<file path="config.mk">
export PLATFORM = sky130hd
export DESIGN_NAME = regfile
export DESIGN_NICKNAME = d
export VERILOG_FILES = /design/src/rtl/regfile_pkg.sv /design/src/rtl/d_register.sv /design/src/rtl/regfile.sv
export SDC_FILE = /design/constraint.sdc
export NUM_CORES = 2
export LEC_CHECK = 0
export CORE_MARGIN = 5
export CORE_UTILIZATION = 45
export CTS_BUF_LIST = sky130_fd_sc_hd__clkbuf_8
export DETAILED_ROUTE_END_ITERATION = 8
export GPL_ROUTABILITY_DRIVEN = 0
export SYNTH_ARGS = -nofsm -noshare
export SYNTH_HDL_FRONTEND = slang
export SYNTH_SLANG_ARGS = --single-unit
</file>
<file path="constraint.sdc">
create_clock -name clk -period 69.3 [get_ports clk]
set_input_delay 6.93 -clock clk [delete_from_list [all_inputs] [get_ports clk]]
set_output_delay 6.93 -clock clk [all_outputs]
set_load 0.05 [all_outputs]
</file>
<file path="src/rtl/regfile_pkg.sv">
// -----------------------------------------------------------------------------
// regfile_pkg
// Shared constants for the register file slice:
//   REGFILE_WIDTH - default data width of one register
//   REGFILE_DEPTH - default number of registers
//   REG_ZERO      - address of the hardwired-zero register
// -----------------------------------------------------------------------------
package regfile_pkg;

  localparam int unsigned REGFILE_WIDTH = 64;
  localparam int unsigned REGFILE_DEPTH = 32;
  localparam int unsigned REG_ZERO      = 0;

endpackage : regfile_pkg

</file>
<file path="src/rtl/d_register.sv">
// -----------------------------------------------------------------------------
// d_register
// One WIDTH-bit enabled D register with asynchronous active-high reset.
// Ports:
//   clk  - clock, rising edge
//   rst  - asynchronous active-high reset, clears the register to 0
//   en_i - load enable; when low the register holds
//   d_i  - data to load
//   q_o  - registered value
// -----------------------------------------------------------------------------
module d_register #(
  parameter int unsigned WIDTH = 64
) (
  input  logic             clk,
  input  logic             rst,
  input  logic             en_i,
  input  logic [WIDTH-1:0] d_i,
  output logic [WIDTH-1:0] q_o
);

  logic [WIDTH-1:0] data_q;
  logic [WIDTH-1:0] data_d;

  always_comb begin
    data_d = data_q;
    if (en_i) begin
      data_d = d_i;
    end
  end

  always_ff @(posedge clk or posedge rst) begin
    if (rst) begin
      data_q <= '0;
    end else begin
      data_q <= data_d;
    end
  end

  assign q_o = data_q;

endmodule : d_register

</file>
<file path="src/rtl/regfile.sv">
// -----------------------------------------------------------------------------
// regfile
// DEPTH x WIDTH register file, one write port and two combinational read
// ports. Entry 0 is hardwired to zero.
// Ports:
//   clk      - clock, all writes on rising edge
//   rst      - asynchronous active-high reset, clears every entry
//   wr_en    - write enable
//   wr_addr  - write address
//   wr_data  - write data
//   rd_addr1 - read port 1 address
//   rd_data1 - read port 1 data (combinational)
//   rd_addr2 - read port 2 address
//   rd_data2 - read port 2 data (combinational)
// Configuration macro:
//   REGFILE_BYPASS_EN - when defined, a same-cycle write to a nonzero address
//                       is forwarded to any read port addressing it.
// -----------------------------------------------------------------------------
module regfile
  import regfile_pkg::*;
#(
  parameter int unsigned WIDTH = REGFILE_WIDTH,
  parameter int unsigned DEPTH = REGFILE_DEPTH,
  parameter int unsigned AW    = $clog2(DEPTH)
) (
  input  logic             clk,
  input  logic             rst,
  input  logic             wr_en,
  input  logic [AW-1:0]    wr_addr,
  input  logic [WIDTH-1:0] wr_data,
  input  logic [AW-1:0]    rd_addr1,
  output logic [WIDTH-1:0] rd_data1,
  input  logic [AW-1:0]    rd_addr2,
  output logic [WIDTH-1:0] rd_data2
);

  logic [WIDTH-1:0] regs [DEPTH];

  // Entry 0 is a constant, so writes to it vanish and reads see 0.
  assign regs[REG_ZERO] = '0;

  for (genvar i = 1; i < DEPTH; i++) begin : g_entry
    logic sel;
    assign sel = wr_en && (wr_addr == AW'(i));

    d_register #(
      .WIDTH(WIDTH)
    ) u_reg (
      .clk  (clk),
      .rst  (rst),
      .en_i (sel),
      .d_i  (wr_data),
      .q_o  (regs[i])
    );
  end

`ifdef REGFILE_BYPASS_EN
  logic fwd_ok;
  assign fwd_ok = !rst && wr_en && (wr_addr != AW'(REG_ZERO));
`endif

  always_comb begin
    rd_data1 = regs[rd_addr1];
    rd_data2 = regs[rd_addr2];
`ifdef REGFILE_BYPASS_EN
    if (fwd_ok && (rd_addr1 == wr_addr)) begin
      rd_data1 = wr_data;
    end
    if (fwd_ok && (rd_addr2 == wr_addr)) begin
      rd_data2 = wr_data;
    end
`endif
  end

endmodule : regfile

</file>
==> results.py <==
metrics = {
    "run_status": {
        "status": "finished clean",
    },
    "routing": {
        "drt-pass1-iter-count": 5,
        "drt-total-wl_um": 352000,
        "viasPerCell": 6.56,
        "antenna_left": 0,
        "dr_wl_met2_um": 168000,
        "wl_met3_um": 24600,
        "wire_per_inst_um": 33.5,
        "drc": 0,
        "met1Wirelength_um": 144000,
        "drtIter0Drc": 5721,
        "vias": 68889,
        "top_layer": "met5",
    },
    "sta": {
        "hold_viol": 0,
        "holdWs_ns": 0.514,
        "period_minus_slack_ns": 20.37,
        "min_period_over_period_pct": 29.4,
        "tns_ns": 0,
        "finalMaxSlewViolations": 0,
        "grt_setup_unrepaired": "false",
        "worst_pin_slew_ns": 1.29,
        "relSlewSlack_pct": 13.4,
        "finalSetupViolations": 0,
        "fin_skew_ns": 0,
        "clock.fmax_mhz": 49.1,
    },
    "finish": {
        "num-fill-cells": 19966,
        "post-route-util_pct": 50.0,
        "area_delta_synth_final_pct": 11.0,
        "multi_input_area_um2": 53100,
        "drive_above_1_share_pct": 49.0,
        "largest_register_ffs": 1984,
        "finalNonFillerCells": 10494,
        "fin_nets": 7155,
        "regArea_um2": 49600,
    },
    "worst_setup_path": {
        "worst-setup-path-type": "input pin to output port",
        "r2r_start": "g_entry[9].u_reg.q_o[55]",
        "cp-startpoint": "rd_addr1[0]",
        "worst_ep_arrival_time_ns": 13.44,
        "crit_fanout": 44,
        "crit_path_end_kind": "output port",
        "cp_data_required_time_ns": 62.37,
        "crit_path_start_kind": "input pin",
    },
    "logic_synthesis": {
        "syn_avg_cell_area_um2": 14.8,
        "syn_inst": 7129,
        "synth_cell_type_count": 28,
        "ys_seq_area_share_pct": 47.0,
        "syn_area_um2": 106000,
        "yosys_warnings": 0,
        "ys_seq_elements": 1984,
        "synthesis.nets": 7211,
    },
    "place": {
        "dpl.hpwl_um": 189000,
        "io_buffers": 209,
        "dp.cells": 9854,
    },
    "floorplan": {
        "num_rows": 178,
        "design.die.area_um2": 245000,
        "start_util_pct": 45.1,
        "io_pins": 210,
        "die_x_um": 495,
        "core_area_um2": 235000,
        "die_y_um": 495,
    },
    "pwr": {
        "p_leak_nw": 51.2,
        "power.density_nw_per_um2": 29.3,
        "peakVddDrop_mv": 0.0227,
    },
    "grt": {
        "grt_pass1_vias": 72577,
        "antenna_found_initial": 28,
        "grtUsageTotal_pct": 28.7,
        "grt_max_degree": 160,
        "overflow": 0,
        "grt_first_pass_wirelength_um": 516000,
    },
    "clock_tree": {
        "cts_tree": "built",
        "cts_max_level": 5,
        "clkTransAtPathRegs_ns": 0.06,
        "clockBufferDepth": 4,
        "insertion_delay_ns": 1.04,
        "cts_setup_buffers": 0,
        "root_buffer": "clkbuf_8",
        "ctsHoldBuffers": 0,
        "cts.sinks": 1984,
        "numCtsBuffers": 367,
        "ctsResizeCount": 0,
    },
    "min_path": {
        "hp-class": "flip-flop to flip-flop",
        "hp-start": "g_entry[10].u_reg.q_o[58]",
    },
    "run": {
        "cap_violations": 0,
    },
}
-- power by group --
group | switching, mW | internal [mW] | leakage, nW
Clock | 0.506 | 0.615 | 4.16
Sequential | 0.157 | 1.39 | 25.4
Combinational | 0.335 | 0.432 | 21.7
Total | 0.999 | 2.43 | 51.2
-- path summary, 6_finish.rpt --
path                       slack (ns)                        end  cells past startpoint
max                             48.93               rd_data1[22]                     11
min                              0.51  g_entry[10].u_reg.q_o[58]                      1
max reg2reg                     68.47   g_entry[9].u_reg.q_o[55]                      1
min reg2reg                      0.51  g_entry[10].u_reg.q_o[58]                      1
max in group asynchronous       58.10   g_entry[8].u_reg.q_o[38]                      7
min in group asynchronous        6.38   g_entry[14].u_reg.q_o[5]                      2
-- Yosys cell counts --
library cell,count,area share (%)
buf_4,8,0.057
o21ai_0,128,0.61
or3_1,3,0.018
mux2_1,22,0.23
inv_2,2,0.0071
nand4_1,1,0.0059
nand2_1,15,0.053
and2_1,130,0.77
clkbuf_1,489,1.7
mux2_2,2090,22
a22o_1,384,3.2
mux4_2,768,16
o22ai_1,128,0.76
nor2b_1,8,0.047
inv_1,1,0.0035
nand3_1,4,0.019
nor3b_2,2,0.024
nor3_1,2,0.0095
a211oi_1,128,0.91
dfrtp_1,1984,47
nor2_1,15,0.053
nor3_2,1,0.0095
buf_1,73,0.26
buf_2,223,1.1
mux2i_1,384,3.6
nand2b_1,5,0.030
o31ai_1,128,0.91
nand4b_1,3,0.025
-- cells by family (layout without fill, tap and decap cells) --
family	after synthesis	in the layout	share of synthesized area, %
AOI/OAI and AO/OA	896	896	6.36
DFF	1984	1984	47.0
muxes	3264	3264	42.5
other	0	15	0
and+or+nand+nor	189	189	1.06
buffers and inverters	796	996	3.12
-- per-layer routing --
metal,up-vias,global-route usage [%]
met4,16,11.7
met5,-,0
met2,2842,46.2
met1,37479,38.6
li1,27688,-
met3,864,5.16
-- cells in the final DEF, fill, tap and decap left out, types with 4 or more instances in the layout --
cell / netlist / final
clkbuf_8: 0 / 471
dfrtp_1: 1984 / 1984
mux2_1: 22 / 22
a22o_1: 384 / 384
nor2b_4: 0 / 6
clkinv_2: 0 / 34
inv_1: 1 / 112
nand2_4: 0 / 13
clkinvlp_4: 0 / 4
o31ai_1: 128 / 128
buf_8: 0 / 6
buf_6: 0 / 4
buf_12: 0 / 5
buf_4: 8 / 154
and2_1: 130 / 128
mux2i_1: 384 / 384
clkdlybuf4s50_1: 0 / 199
nor2_4: 0 / 14
o22ai_1: 128 / 128
o21ai_0: 128 / 128
diode_2: 0 / 15
nand3_4: 0 / 4
mux2_2: 2090 / 2090
a211oi_1: 128 / 128
mux4_2: 768 / 768
-- worst max-delay path, cell delays in order --
cell and delay (ns):
buf_8 0.39, buf_4 0.75, buf_4 0.74, buf_4 0.76, buf_4 0.83, buf_4 0.66
mux4_2 0.58, a22o_1 0.24, o21ai_0 0.38, o31ai_1 0.22, clkdlybuf4s50_1 0.75
-- through the flow --
step                      power (mW)  worst slack (ns)  instance area (um^2)
after floorplan                 2.13              6.33                106000
after global placement          2.29             48.90                110000
after detailed placement        2.33             48.84                110000
after CTS                       3.46             48.85                117000
after global routing            3.59             48.57                117000
final                           3.43             48.93                117000
-- final cells by class --
type / instances / area share, %
tap: 3150 / 3.36
antenna: 15 / 0.0320
timing repair buffer: 368 / 2.88
clock buffer: 471 / 5.52
inverter: 3 / 0.0203
sequential: 1984 / 42.3
clock inverter: 154 / 0.613
multi-input combinational: 4349 / 45.3
Note: power is estimated with default switching activity, not from simulation.
